`src/rtl/nn_argmax_reader_pkg.sv`:
```
// Shared types and constants for the argmax reader.
// Holds the FSM encoding and the float32 field layout.
package nn_argmax_reader_pkg;

  localparam int SIGN_W = 1;
  localparam int EXP_W  = 8;
  localparam int MAN_W  = 23;

  localparam logic [31:0] FP_CANON_NAN = 32'h7FC00000;

  typedef enum logic [1:0] {
    ST_IDLE = 2'd0,
    ST_SCAN = 2'd1,
    ST_DONE = 2'd2
  } state_e;

endpackage

```
`src/rtl/nn_argmax_reader_fp32_gt.sv`:
```
// Combinational float32 a > b with NaN detection.
// Either operand NaN yields gt=0; +0 and -0 compare equal.
module fp32_gt
  import nn_argmax_reader_pkg::*;
(
  input  logic [31:0] a,
  input  logic [31:0] b,
  output logic        gt,
  output logic        a_nan
);

  logic        b_nan;
  logic        zeros;
  logic [31:0] ka;
  logic [31:0] kb;

  assign a_nan = (a[MAN_W +: EXP_W] == '1) && (a[MAN_W-1:0] != '0);
  assign b_nan = (b[MAN_W +: EXP_W] == '1) && (b[MAN_W-1:0] != '0);
  assign zeros = (a[30:0] == '0) && (b[30:0] == '0);

  // Map to unsigned keys that sort in numeric order.
  assign ka = a[31] ? ~a : {1'b1, a[30:0]};
  assign kb = b[31] ? ~b : {1'b1, b[30:0]};

  assign gt = !a_nan && !b_nan && !zeros && (ka > kb);

endmodule

```
`src/rtl/nn_argmax_reader.sv`:
```
// Sequential argmax over a float32 vector, one element per cycle.
// Optional NN_ARGMAX_NAN_FLAG_EN adds the nan_seen output.
module nn_argmax_reader
  import nn_argmax_reader_pkg::*;
#(
  parameter int OUT_SIZE = 10,
  parameter int IDX_W    = 4
) (
  input  logic                    clk,
  input  logic                    rst_n,
  input  logic [32*OUT_SIZE-1:0]  result,
  input  logic                    start,
  output logic                    busy,
  output logic                    out_valid,
  input  logic                    out_ready,
  output logic [IDX_W-1:0]        class_idx,
  output logic [31:0]             max_value
`ifdef NN_ARGMAX_NAN_FLAG_EN
  ,
  output logic                    nan_seen
`endif
);

  state_e                  state_q, state_d;
  logic [32*OUT_SIZE-1:0]  snap_q;
  logic [IDX_W-1:0]        cnt_q;
  logic [31:0]             best_q;
  logic [IDX_W-1:0]        best_idx_q;
  logic                    best_vld_q;
  logic [IDX_W-1:0]        idx_q;
  logic [31:0]             max_q;

  logic [31:0] elem;
  logic        cand_gt;
  logic        cand_nan;
  logic        take;
  logic        last;

  assign elem = snap_q[32*cnt_q +: 32];
  assign take = !cand_nan && (!best_vld_q || cand_gt);
  assign last = (cnt_q == IDX_W'(OUT_SIZE-1));

  fp32_gt u_gt (
    .a     (elem),
    .b     (best_q),
    .gt    (cand_gt),
    .a_nan (cand_nan)
  );

  always_ff @(posedge clk or negedge rst_n) begin
    if (!rst_n) state_q <= ST_IDLE;
    else        state_q <= state_d;
  end

  always_comb begin
    state_d = state_q;
    unique case (state_q)
      ST_IDLE: if (start)     state_d = ST_SCAN;
      ST_SCAN: if (last)      state_d = ST_DONE;
      ST_DONE: if (out_ready) state_d = ST_IDLE;
      default:                state_d = ST_IDLE;
    endcase
  end

  always_comb begin
    busy      = (state_q != ST_IDLE);
    out_valid = (state_q == ST_DONE);
  end

`ifdef NN_ARGMAX_NAN_FLAG_EN
  logic nan_q;

  always_ff @(posedge clk or negedge rst_n) begin
    if (!rst_n) begin
      nan_q <= 1'b0;
    end else if (state_q == ST_IDLE && start) begin
      nan_q <= 1'b0;
    end else if (state_q == ST_SCAN) begin
      nan_q <= nan_q | cand_nan;
    end
  end

  assign nan_seen = nan_q;
`endif

  always_ff @(posedge clk or negedge rst_n) begin
    if (!rst_n) begin
      snap_q     <= '0;
      cnt_q      <= '0;
      best_q     <= '0;
      best_idx_q <= '0;
      best_vld_q <= 1'b0;
      idx_q      <= '0;
      max_q      <= '0;
    end else begin
      unique case (state_q)
        ST_IDLE: begin
          if (start) begin
            snap_q     <= result;
            cnt_q      <= '0;
            best_vld_q <= 1'b0;
          end
        end
        ST_SCAN: begin
          cnt_q <= cnt_q + 1'b1;
          if (take) begin
            best_q     <= elem;
            best_idx_q <= cnt_q;
            best_vld_q <= 1'b1;
          end
          // Publish on the final compare so DONE outputs are registered.
          if (last) begin
            if (take) begin
              idx_q <= cnt_q;
              max_q <= elem;
            end else if (best_vld_q) begin
              idx_q <= best_idx_q;
              max_q <= best_q;
            end else begin
              idx_q <= '0;
              max_q <= FP_CANON_NAN;
            end
          end
        end
        default: ;
      endcase
    end
  end

  assign class_idx = idx_q;
  assign max_value = max_q;

endmodule

```
`config.mk`:
```
export PLATFORM = sky130hd
export DESIGN_NAME = nn_argmax_reader
export DESIGN_NICKNAME = d
export VERILOG_FILES = /design/src/rtl/nn_argmax_reader_pkg.sv /design/src/rtl/nn_argmax_reader_fp32_gt.sv /design/src/rtl/nn_argmax_reader.sv
export SDC_FILE = /design/constraint.sdc
export NUM_CORES = 1
export LEC_CHECK = 0
export BUFFER_PORTS_ARGS = -buffer_cell sky130_fd_sc_hd__buf_2
export CAP_MARGIN = 10
export CORE_ASPECT_RATIO = 0.8
export CORE_MARGIN = 1.5
export CORE_UTILIZATION = 58
export CTS_BUF_LIST = sky130_fd_sc_hd__clkbuf_4 sky130_fd_sc_hd__clkbuf_8
export DETAILED_ROUTE_END_ITERATION = 8
export PLACE_DENSITY = 0.9
export SLEW_MARGIN = 20
export SYNTH_ARGS = -nofsm -noshare
export SYNTH_HDL_FRONTEND = slang
export SYNTH_HIERARCHICAL = 1
export SYNTH_SLANG_ARGS = --single-unit
```
`constraint.sdc`:
```
create_clock -name clk -period 6.4 [get_ports clk]
set_input_delay 0.32 -clock clk [delete_from_list [all_inputs] [get_ports clk]]
set_output_delay 0.32 -clock clk [all_outputs]
set_load 0.05 [all_outputs]
```
# After elaboration in Yosys (flattened, before gate mapping)
# Index checks and enable logic that the tools add are counted.
# W data, S select, Z words.
# word_totals
regBits	399
input_bits	324
output_inout_bits	38
wordCells	62
# op_classes
addsub	1
order_cmp	1
n_eq_ne	9
shift	1
n_mux	15
bitwise	2
reduce_logical	25
# ops
op	n
$shiftx A320 B10 Y32	1
$mux W32	4
$not A32 Y32	2
$logic_not A31 Y1	2
$reduce_bool A23 Y1	2
$gt A32 B32 Y1	1
$eq A8 B8 Y1 const B	2
$mux W4	3
$pmux W4 S2	1
$reduce_and A2 Y1	4
$logic_and A1 B1 Y1	7
$mux W2	3
$ne A2 B2 Y1 const B	3
$pmux W2 S3	1
$reduce_and A3 Y1	2
$add A4 B1 Y4 const B	1
$eq A4 B4 Y1 const B	1
$logic_not A1 Y1	4
$reduce_bool A2 Y1	2
$eq A2 B1 Y1 const B	1
$eq A2 B2 Y1 const B	1
$logic_not A2 Y1	1
$mux W1	2
$ne A2 B1 Y1 const B	1
other kinds (2)	2

# Depth between registers and ports, before layout
# Gate-level depths: netlist of the first run.
# logic_depth
depth_word	11
ltp_mapped	21
mapped_depth_nobuf	15

# Hierarchy
# The synthesis of the first run kept the hierarchy.
# modules_own_cells
mod	n_inst	cells_per_inst	area_each_um2	seq_area_each_um2
nn_argmax_reader	1	1274	17822.1	9984.6
fp32_gt	1	184	1488.9	0.0

# Worst setup path after synthesis of the first run
# OpenSTA, ideal clock, no wires.
# synth_timing
path_type	reg-to-reg
start	register cnt_q[2]
end	register best_idx_q[0]
setup_ns	0.125
t_arrival_ns	4.423
required_ns	6.275
setup_slack_ns	1.853
path_stages_with_launch	21
path_buffers	7
period_less_slack_ns	4.547
path_cell_list	dfrtp_1 -> buf_2 -> or3b_1 -> clkbuf_1 -> buf_2 -> buf_2 -> o32a_1 -> inv_1 -> clkbuf_1 -> buf_2 -> xor2_1 -> ha_1 -> nand4_1 -> nor4_1 -> a21boi_1 -> o31ai_1 -> a211oi_2 -> inv_1 -> a211oi_1 -> buf_4 -> mux2_2
# synth_via
elab_cells_between_ends	17
cone_classes	order compare (1); eq/ne (1); shift (1); mux (1); bitwise (1); reduce/logical (12)
# synth_lines
element	line_no	rtl
start: declaration	nn_argmax_reader.sv:26	logic [IDX_W-1:0] cnt_q;
start signal: assignment	nn_argmax_reader.sv:105	cnt_q <= cnt_q + 1'b1;
$shiftx A320 B10 Y32 *	nn_argmax_reader.sv:39	assign elem = snap_q[32*cnt_q +: 32];
named net elem[31]	nn_argmax_reader.sv:33	logic [31:0] elem;
$not A32 Y32	nn_argmax_reader_fp32_gt.sv:22	assign ka = a[31] ? ~a : {1'b1, a[30:0]};
$mux W32 *	nn_argmax_reader_fp32_gt.sv:22	
$gt A32 B32 Y1 *	nn_argmax_reader_fp32_gt.sv:25	assign gt = !a_nan && !b_nan && !zeros && (ka > kb);
$logic_and A1 B1 Y1 *	nn_argmax_reader_fp32_gt.sv:25	
named net cand_gt	nn_argmax_reader.sv:34	logic cand_gt;
$logic_or A1 B1 Y1 *	nn_argmax_reader.sv:40	assign take = !cand_nan && (!best_vld_q || cand_gt);
$logic_and A1 B1 Y1 *	nn_argmax_reader.sv:40	
$reduce_and A2 Y1 (no source line) *	--	
end signal: assignment	nn_argmax_reader.sv:108	best_idx_q <= cnt_q;
end: declaration	nn_argmax_reader.sv:28	logic [IDX_W-1:0] best_idx_q;
# Mark *: on every way through the listed nets, which the timed path passes. The rest lies on a longest branch.
# A chain may end at the register's enable or synchronous reset.

# Worst setup path after layout of the first run
# layout_timing
start	register cnt_q[0]
end	register max_q[5], in the netlist max_value[5]
# layout_via
elab_chain_len	10
elab_cells_between_ends	19
cone_classes	order compare (1); eq/ne (2); shift (1); mux (2); bitwise (1); reduce/logical (12)
# layout_rtl
element	line_no	rtl
$shiftx A320 B10 Y32 *	nn_argmax_reader.sv:39	
named net elem[13]	nn_argmax_reader.sv:33	
branches (longest 5 deep; another with $gt A32 B32 Y1)	--	
$logic_and A1 B1 Y1 *	nn_argmax_reader_fp32_gt.sv:25	
named net cand_gt	nn_argmax_reader.sv:34	
$logic_or A1 B1 Y1 *	nn_argmax_reader.sv:40	
$logic_and A1 B1 Y1 *	nn_argmax_reader.sv:40	
$mux W32 *	nn_argmax_reader.sv:113	if (take) begin
end signal: assignment	nn_argmax_reader.sv:115	max_q <= elem;
end signal: assignment	nn_argmax_reader.sv:118	max_q <= best_q;
end: declaration	nn_argmax_reader.sv:31	logic [31:0] max_q;
# Mark *: on every way through the listed nets, which the timed path passes.

==> parameters.txt, run 1 <==
Parameter                              Value

Global routing
  First-pass GRT wire length ... roughly 110000 µm
  GRT overflow ... 0
  Global routing usage summed across all routing layers ... 0.413
  Number of global-route vias before repair ... 17615
  Largest net degree at the start of global routing ... 146
  Antenna violations before repair ... 18

Min path
  Path category of the worst min-delay check ... in2reg

Routing
  Count of antenna-violating nets left after detailed routing ... 0
  Routed len/inst ... 27.0 µm
  Final routed wirelength across all metal layers ... about 71000 µm
  DRC violation count after routing ... 0
  Detailed-route via count ... 16660
  Pre-antenna DRT Iters ... 6
  Initial DRC Count ... 1759
  Vias per std cell ... 6.32

Worst setup path
  Type of the setup path with the least slack ... reg2reg
  Worst reg2reg path startpoint ... cnt_q[0]
  Launch point of the critical path ... cnt_q[0]
  Critical path depth ... 17
  Critical path destination ... max_value[5]
  Worst Setup Start Kind ... flop
  Critical Path Sink Type ... flop
  Buf+Inv Stages, Crit Path ... 4
  Worst setup slack for register-to-register paths ... 0.56 ns
  Critical path data required time ... 6.89 ns
  Crit path max-delay family ... compound AO/OA/AOI/OAI gates
  Reg2reg path depth ... 17
  Critical Path Max Stage Delay ... 0.67 ns
  Critical path's slowest cell ... nand2b_1
  FF-to-FF End ... max_value[5]
  CP Data Arrival Time ... 6.33 ns
  Ordered cell list for the critical path ... buf_4, buf_4, mux2_2, o22ai_1, o32a_1, inv_1, xor2_1, ha_1, nand4_1, nor4_1, a21boi_1, o31ai_1, a211oi_2, inv_1, a21o_1, nand2b_1, o211ai_1
  Largest driver fanout on the critical path ... 23

Yosys
  Area share of the leading cell type in the synthesized netlist ... 0.517
  Synth unique cells ... 53
  Yosys synthesis warning count ... 6
  Part of the Yosys area used for sequential elements ... 0.517
  Synthesized instance count ... around 1500
  Cell area after synthesis ... 19300 µm²
  Flops & latches, synth ... 399
  Synthesized area per cell ... roughly 13 µm²
  Post-synth EDFFs ... 0
  Biggest area consumer among synthesized cells ... dfrtp_1
  Synth top area cells ... dfrtp_1 52%, mux2_2 22%, mux4_2 3.7%, mux2i_1 2.7%, ha_1 2.2%
  Top-count cell post-synth ... dfrtp_1
  Top cells by count, synth ... 399 x dfrtp_1, 373 x mux2_2, 65 x nor2_1
  Most used flip-flop cell after synthesis ... dfrtp_1
  Number of nets in the synthesized netlist ... 1816
  Post-synthesis async set-or-reset flop share ... 1.00

Timing
  Final cycle utilization of the critical path ... 0.913
  Final-layout setup total negative slack ... 0 ns
  Total of endpoints with negative setup slack in the final report ... 0
  Least setup slack across all paths after layout ... between 0.5 and 0.6 ns
  Achievable frequency ... 0.171 GHz
  Worst Skew ... 0.0704 ns
  Setup repair after global routing missed its margin ... false
  Final Max Slew Viols ... 0
  Minimum clock period after layout ... slightly below 6 ns
  Count of final hold-check violations ... 0
  Worst-margin pin slew ... roughly 1.1 ns
  Headroom to the max-slew limit ... 0.269

Floorplan
  Die extent in x ... 207 µm
  Top-level I/O count ... about 360
  Num rows ... between 50 and 60
  Total Die Area ... 34400 µm²
  Core Box Area ... between 30000 and 40000 µm²
  Starting density of the core ... 0.592
  Vertical die dimension ... 166 µm

CTS
  Clock latency on the worst-skew pair ... roughly 0.65 ns
  Total clock buffers created by CTS ... 66
  CTS tree ... built
  TritonCTS Sinks ... between 300 and 400
  Clk pin slew, worst setup/hold paths ... 0.07 ns
  Maximum buffer depth of the clock tree ... 3
  Buffer count from post-CTS setup fixing ... 0
  CTS H-tree depth ... 3
  Root buffer cell ... clkbuf_8
  Post-cts gate resize count ... 0

Layout
  Number of fill cells in the layout ... 1699
  Total number of nets in the final design ... 2497
  Layout overhead on the synthesized area ... 35.3%
  Layout cell share with drive strength beyond 1 ... 0.426

Flow run
  Max-cap violations ... 0

Place
  Pre-CTS setup slack ... just over 0.8 ns
  Half-perimeter wire length of the detailed placement result ... between 40000 and 50000 µm
  Number of buffers inserted by port buffering ... 361
  Final RePlAce weighted congestion ... between 0.9 and 1

Run status
  Result of the run ... finished, final reports clean

Power and ir drop
  Max IR drop VDD ... 0.000726 V
  Power per standard cell area ... 616 nW/µm²
  P_leak ... 11.8 nW
## sequential cells by signal (all words and copies together), names as in the netlist
name        count
best_idx_q      4
best_q         32
cnt_q           4
snap_q        320
class_idx       4
best_vld_q      1
max_value      32
state_q         2
## worst min-delay path: stages
cell,delay [ns]
buf_2,0.10
o21bai_1,0.18
a21oi_1,0.17
## power by group
part	switching (W)	leakage, nW	total, W	internal [W]
registers	0.00113	4.79	0.00495	0.00382
logic	0.00485	6.30	0.00864	0.00379
clock network	0.00117	0.763	0.00252	0.00135
total	0.00714	11.8	0.0161	0.00897
## cell families after synthesis
family          synth area share
compound gates            0.0654
xor+xnor                  0.0281
fa+ha+maj                 0.0220
buf+inv                   0.0327
flops                      0.517
mux                        0.289
simple gates              0.0459
## stage by stage
stage	cells	hold slack (ns)	utilization	instance area (µm²)	power, W
6_report	2634	0.209	0.801	26100	0.0161
5_1_grt	2632	0.218	0.801	26100	0.0168
4_1_cts	2616	0.183	0.800	26100	0.0153
3_5_place_dp	2176	0.422	0.657	21400	0.0126
3_3_place_gp	2176	0.416	0.657	21400	0.0124
2_1_floorplan	1458	0.0244	-	19300	0.0104
## repair_timing
action / in CTS / in global routing
setup endpoints to repair: 0 / 0
hold endpoints to repair: 433 / 0
hold buffers: 322 / 0
## how the worst min path moves through the flow
stage / end / start / cells after the start
floorplan: best_idx_q[0] / rst_n / 0
global placement: snap_q[200] / rst_n / 1
detailed placement: snap_q[168] / rst_n / 1
CTS: state_q[0] / start / 3
global route: state_q[0] / start / 3
finish: state_q[0] / start / 3
## layer usage
metal,track usage,wire [µm],vias up
li1,-,-,6714
met3,0.127,7890,384
met4,0.253,5000,2
met5,0,13,-
met1,0.506,25500,8266
met2,0.643,32900,1294
## cell type report
class                           instances  area [µm²]  area share
Tap cell                              427         534      0.0204
Clock buffer                          104        1310      0.0502
Clock inverter                         14         111     0.00426
Timing Repair Buffer                  711        5310       0.203
Inverter                               30         113     0.00431
Antenna cell                           18        45.0     0.00172
Sequential cell                       399        9990       0.382
Multi-Input combinational cell        931        8720       0.334
## cell usage in the layout, fill, tap and decap left out, types with 10 or more instances in the layout
master           n
mux2i_1         52
a21oi_1         34
mux4_2          32
xor2_1          31
dlygate4sd3_1  322
nand3_1         30
clkbuf_4        19
o211ai_1        25
o21ai_0         26
o32a_1          23
buf_4           23
dfrtp_1        397
nand4_1         10
buf_2          360
mux2_2         373
ha_1            34
xnor2_1         31
nand2_1         48
clkbuf_8        85
o22ai_1         33
nor4_1          15
nor2_1          64
diode_2         18
inv_1           30
No activity file was read; power rests on OpenSTA's default activity.
==> run 2: changes to the inputs <==
Settings changed: BUFFER_PORTS_ARGS -buffer_cell sky130_fd_sc_hd__buf_2 to not set, CORE_UTILIZATION 58 to 34, DONT_BUFFER_PORTS set to 1, PLACE_DENSITY 0.9 to 0.55.
==> parameters.txt, run 2 (same netlist as run 1, synthesis figures left out) <==
Parameter                              Value

Floorplan
  Total Die Area ... 58200 µm² (+69%)
  Core Box Area ... 55700 µm² (+71%)
  Vertical die dimension ... 216 µm (+30%)
  Num rows ... 77 (+31%)
  Top-level I/O count ... 362 (unchanged)
  Starting density of the core ... 0.347 (-0.245)
  Die extent in x ... 269 µm (+30%)

Worst setup path
  Critical Path Max Stage Delay ... 0.77 ns (+0.10 ns)
  CP Data Arrival Time ... 6.15 ns (-0.18 ns)
  Launch point of the critical path ... cnt_q[1]
  Ordered cell list for the critical path ... nand2b_1, buf_4, o22ai_1, o32a_1, inv_1, buf_4, xor2_1, ha_1, nand4_1, nor4_1, a21boi_1, o31ai_1, a211oi_2, inv_1, a21o_1, a2111oi_0, o21ai_0
  Critical Path Sink Type ... flop
  Type of the setup path with the least slack ... reg2reg
  Critical path data required time ... 6.89 ns (about the same)
  Largest driver fanout on the critical path ... 32 (+39%)
  Critical path's slowest cell ... dfrtp_4
  Worst Setup Start Kind ... flop
  Worst reg2reg path startpoint ... cnt_q[1]

Timing
  Final Max Slew Viols ... 0 (unchanged)
  Final cycle utilization of the critical path ... 0.885 (-0.0285)
  Headroom to the max-slew limit ... 0.283 (+0.0137)
  Worst-margin pin slew ... 1.08 ns (-0.0180 ns)
  Achievable frequency ... 0.177 GHz (+3.2%)
  Count of final hold-check violations ... 399 (+399)
  Final-layout setup total negative slack ... 0 ns (unchanged)
  Total of endpoints with negative setup slack in the final report ... 0 (unchanged)
  Least setup slack across all paths after layout ... 0.739 ns (+0.183 ns)
  Final hold slack ... -0.605 ns (-0.815 ns)
  Worst Skew ... 0.0344 ns (-0.0360 ns)
  Minimum clock period after layout ... 5.66 ns (-0.183 ns)
  Setup repair after global routing missed its margin ... false

Power and ir drop
  P_leak ... 10.4 nW (-12%)
  Power per standard cell area ... 622 nW/µm² (+0.94%)
  Max IR drop VDD ... 0.000594 V (-18%)

Routing
  Detailed-route via count ... 13235 (-21%)
  Final routed wirelength across all metal layers ... 59000 µm (-17%)
  Pre-antenna DRT Iters ... 5 (-1)
  Count of antenna-violating nets left after detailed routing ... 0 (unchanged)
  Vias per std cell ... 5.11 (-19%)
  DRC violation count after routing ... 0 (unchanged)
  Routed len/inst ... 22.8 µm (-16%)
  Initial DRC Count ... 901 (-49%)

Place
  Number of buffers inserted by port buffering ... 0 (-100%)
  Pre-CTS setup slack ... 0.719 ns (-0.0848 ns)
  Half-perimeter wire length of the detailed placement result ... 40700 µm (+0.76%)
  Post-Place Cells ... 2134 (-1.9%)
  Final RePlAce weighted congestion ... 0.887 (-6.1%)

Run status
  Result of the run ... finished, violations left
  Failing checks ... hold timing

CTS
  CTS tree ... built
  Post-cts gate resize count ... 0 (unchanged)
  Maximum buffer depth of the clock tree ... 3 (unchanged)
  Root buffer cell ... clkbuf_8
  Clk pin slew, worst setup/hold paths ... 0.07 ns (about the same)
  Hold bufs inserted after CTS ... 322 (unchanged)
  CTS H-tree depth ... 3 (unchanged)
  Clock latency on the worst-skew pair ... 0.65 ns (about the same)
  Buffer count from post-CTS setup fixing ... 0 (unchanged)
  TritonCTS Sinks ... 399 (unchanged)
  Total clock buffers created by CTS ... 71 (+7.6%)

Flow run
  Max-cap violations ... 0 (unchanged)

Global routing
  Global routing usage summed across all routing layers ... 0.202 (-0.211)
  First-pass GRT wire length ... 89500 µm (-17%)
  Largest net degree at the start of global routing ... 400 (+170%)
  Number of global-route vias before repair ... 14154 (-20%)
  GRT overflow ... 0 (unchanged)
  Antenna violations before repair ... 6 (-12)

Min path
  Path category of the worst min-delay check ... in2async

Layout
  Layout overhead on the synthesized area ... 28.6%
  Biggest register ... snap_q
  Total number of nets in the final design ... 2137 (-14%)
  Flip-flop count of the largest register, all copies and words added ... 320 (unchanged)
  Multi-input combinational cell area ... 8720 µm² (unchanged)
  Number of fill cells in the layout ... 4988 (+190%)
  Most common library cell in the layout ignoring fill and taps ... dfrtp_1
  Leading cell types in the layout, fill and taps excluded ... 397 x dfrtp_1, 373 x mux2_2, 322 x dlygate4sd3_1
  Sequential cell area ... 9990 µm² (about the same)
  Number of cells in the finished layout apart from fillers ... 2589 (-1.7%)
  Layout cell share with drive strength beyond 1 ... 0.315 (-0.111)
==> run 2: cell count changes in the layout (fill, tap and decap cells not counted), sizes merged, moves of 4 or more <==
cell and change:
buf -365, clkbuf +11, clkinv -5, clkinvlp +4, diode -13
==> run 2: critical path: cells and delay by family (launching register included) <==
kind / cells / cell delay [ns]
DFF: 1 / 0.77
buffers and inverters: 4 / 0.96
xor gates and xnor gates: 1 / 0.14
adders and majority gates: 1 / 0.34
AOI/OAI and AO/OA: 8 / 2.37
and+or+nand+nor: 3 / 0.90
==> run 2: path summary, 6_finish.rpt <==
kind	end	slack, ns	depth (start not counted)
min in group clk	best_vld_q	0.19	3
max reg2reg	max_value[25]	0.74	17
min	snap_q[232]	-0.61	0
min reg2reg	best_idx_q[0]	0.50	1
max	max_value[25]	0.74	17
max in group asynchronous	cnt_q[0]	6.02	0
==> run 2: power by group <==
part / internal [W] / switching [W]
logic: 0.00366 / 0.00404
registers: 0.00381 / 0.00128
clock network: 0.00155 / 0.00111
total: 0.00902 / 0.00643
==> run 2: through the flow <==
step	total power [W]	area, µm²	util
floorplan	0.0104	19300	-
global placement	0.0124	20000	0.359
detailed placement	0.0126	20000	0.359
CTS	0.0155	24800	0.446
global route	0.0165	24800	0.446
finish	0.0154	24800	0.446
==> run 2: layer usage <==
| metal | global-route usage | part of all wire | vias up |
|---|---|---|---|
| li1 | - | - | 5993 |
| met1 | 0.277 | 0.46 | 6742 |
| met2 | 0.299 | 0.45 | 396 |
| met3 | 0.0667 | 0.071 | 102 |
| met4 | 0.0680 | 0.027 | 2 |
| met5 | 0 | 0.00012 | - |
==> run 2: area by class of cell <==
type / count / area share
Antenna cell: 5 / 0.000504
Clock buffer: 115 / 0.0579
Clock inverter: 13 / 0.00630
Inverter: 30 / 0.00453
Multi-Input combinational cell: 931 / 0.351
Sequential cell: 399 / 0.402
Tap cell: 750 / 0.0378
Timing Repair Buffer: 346 / 0.140
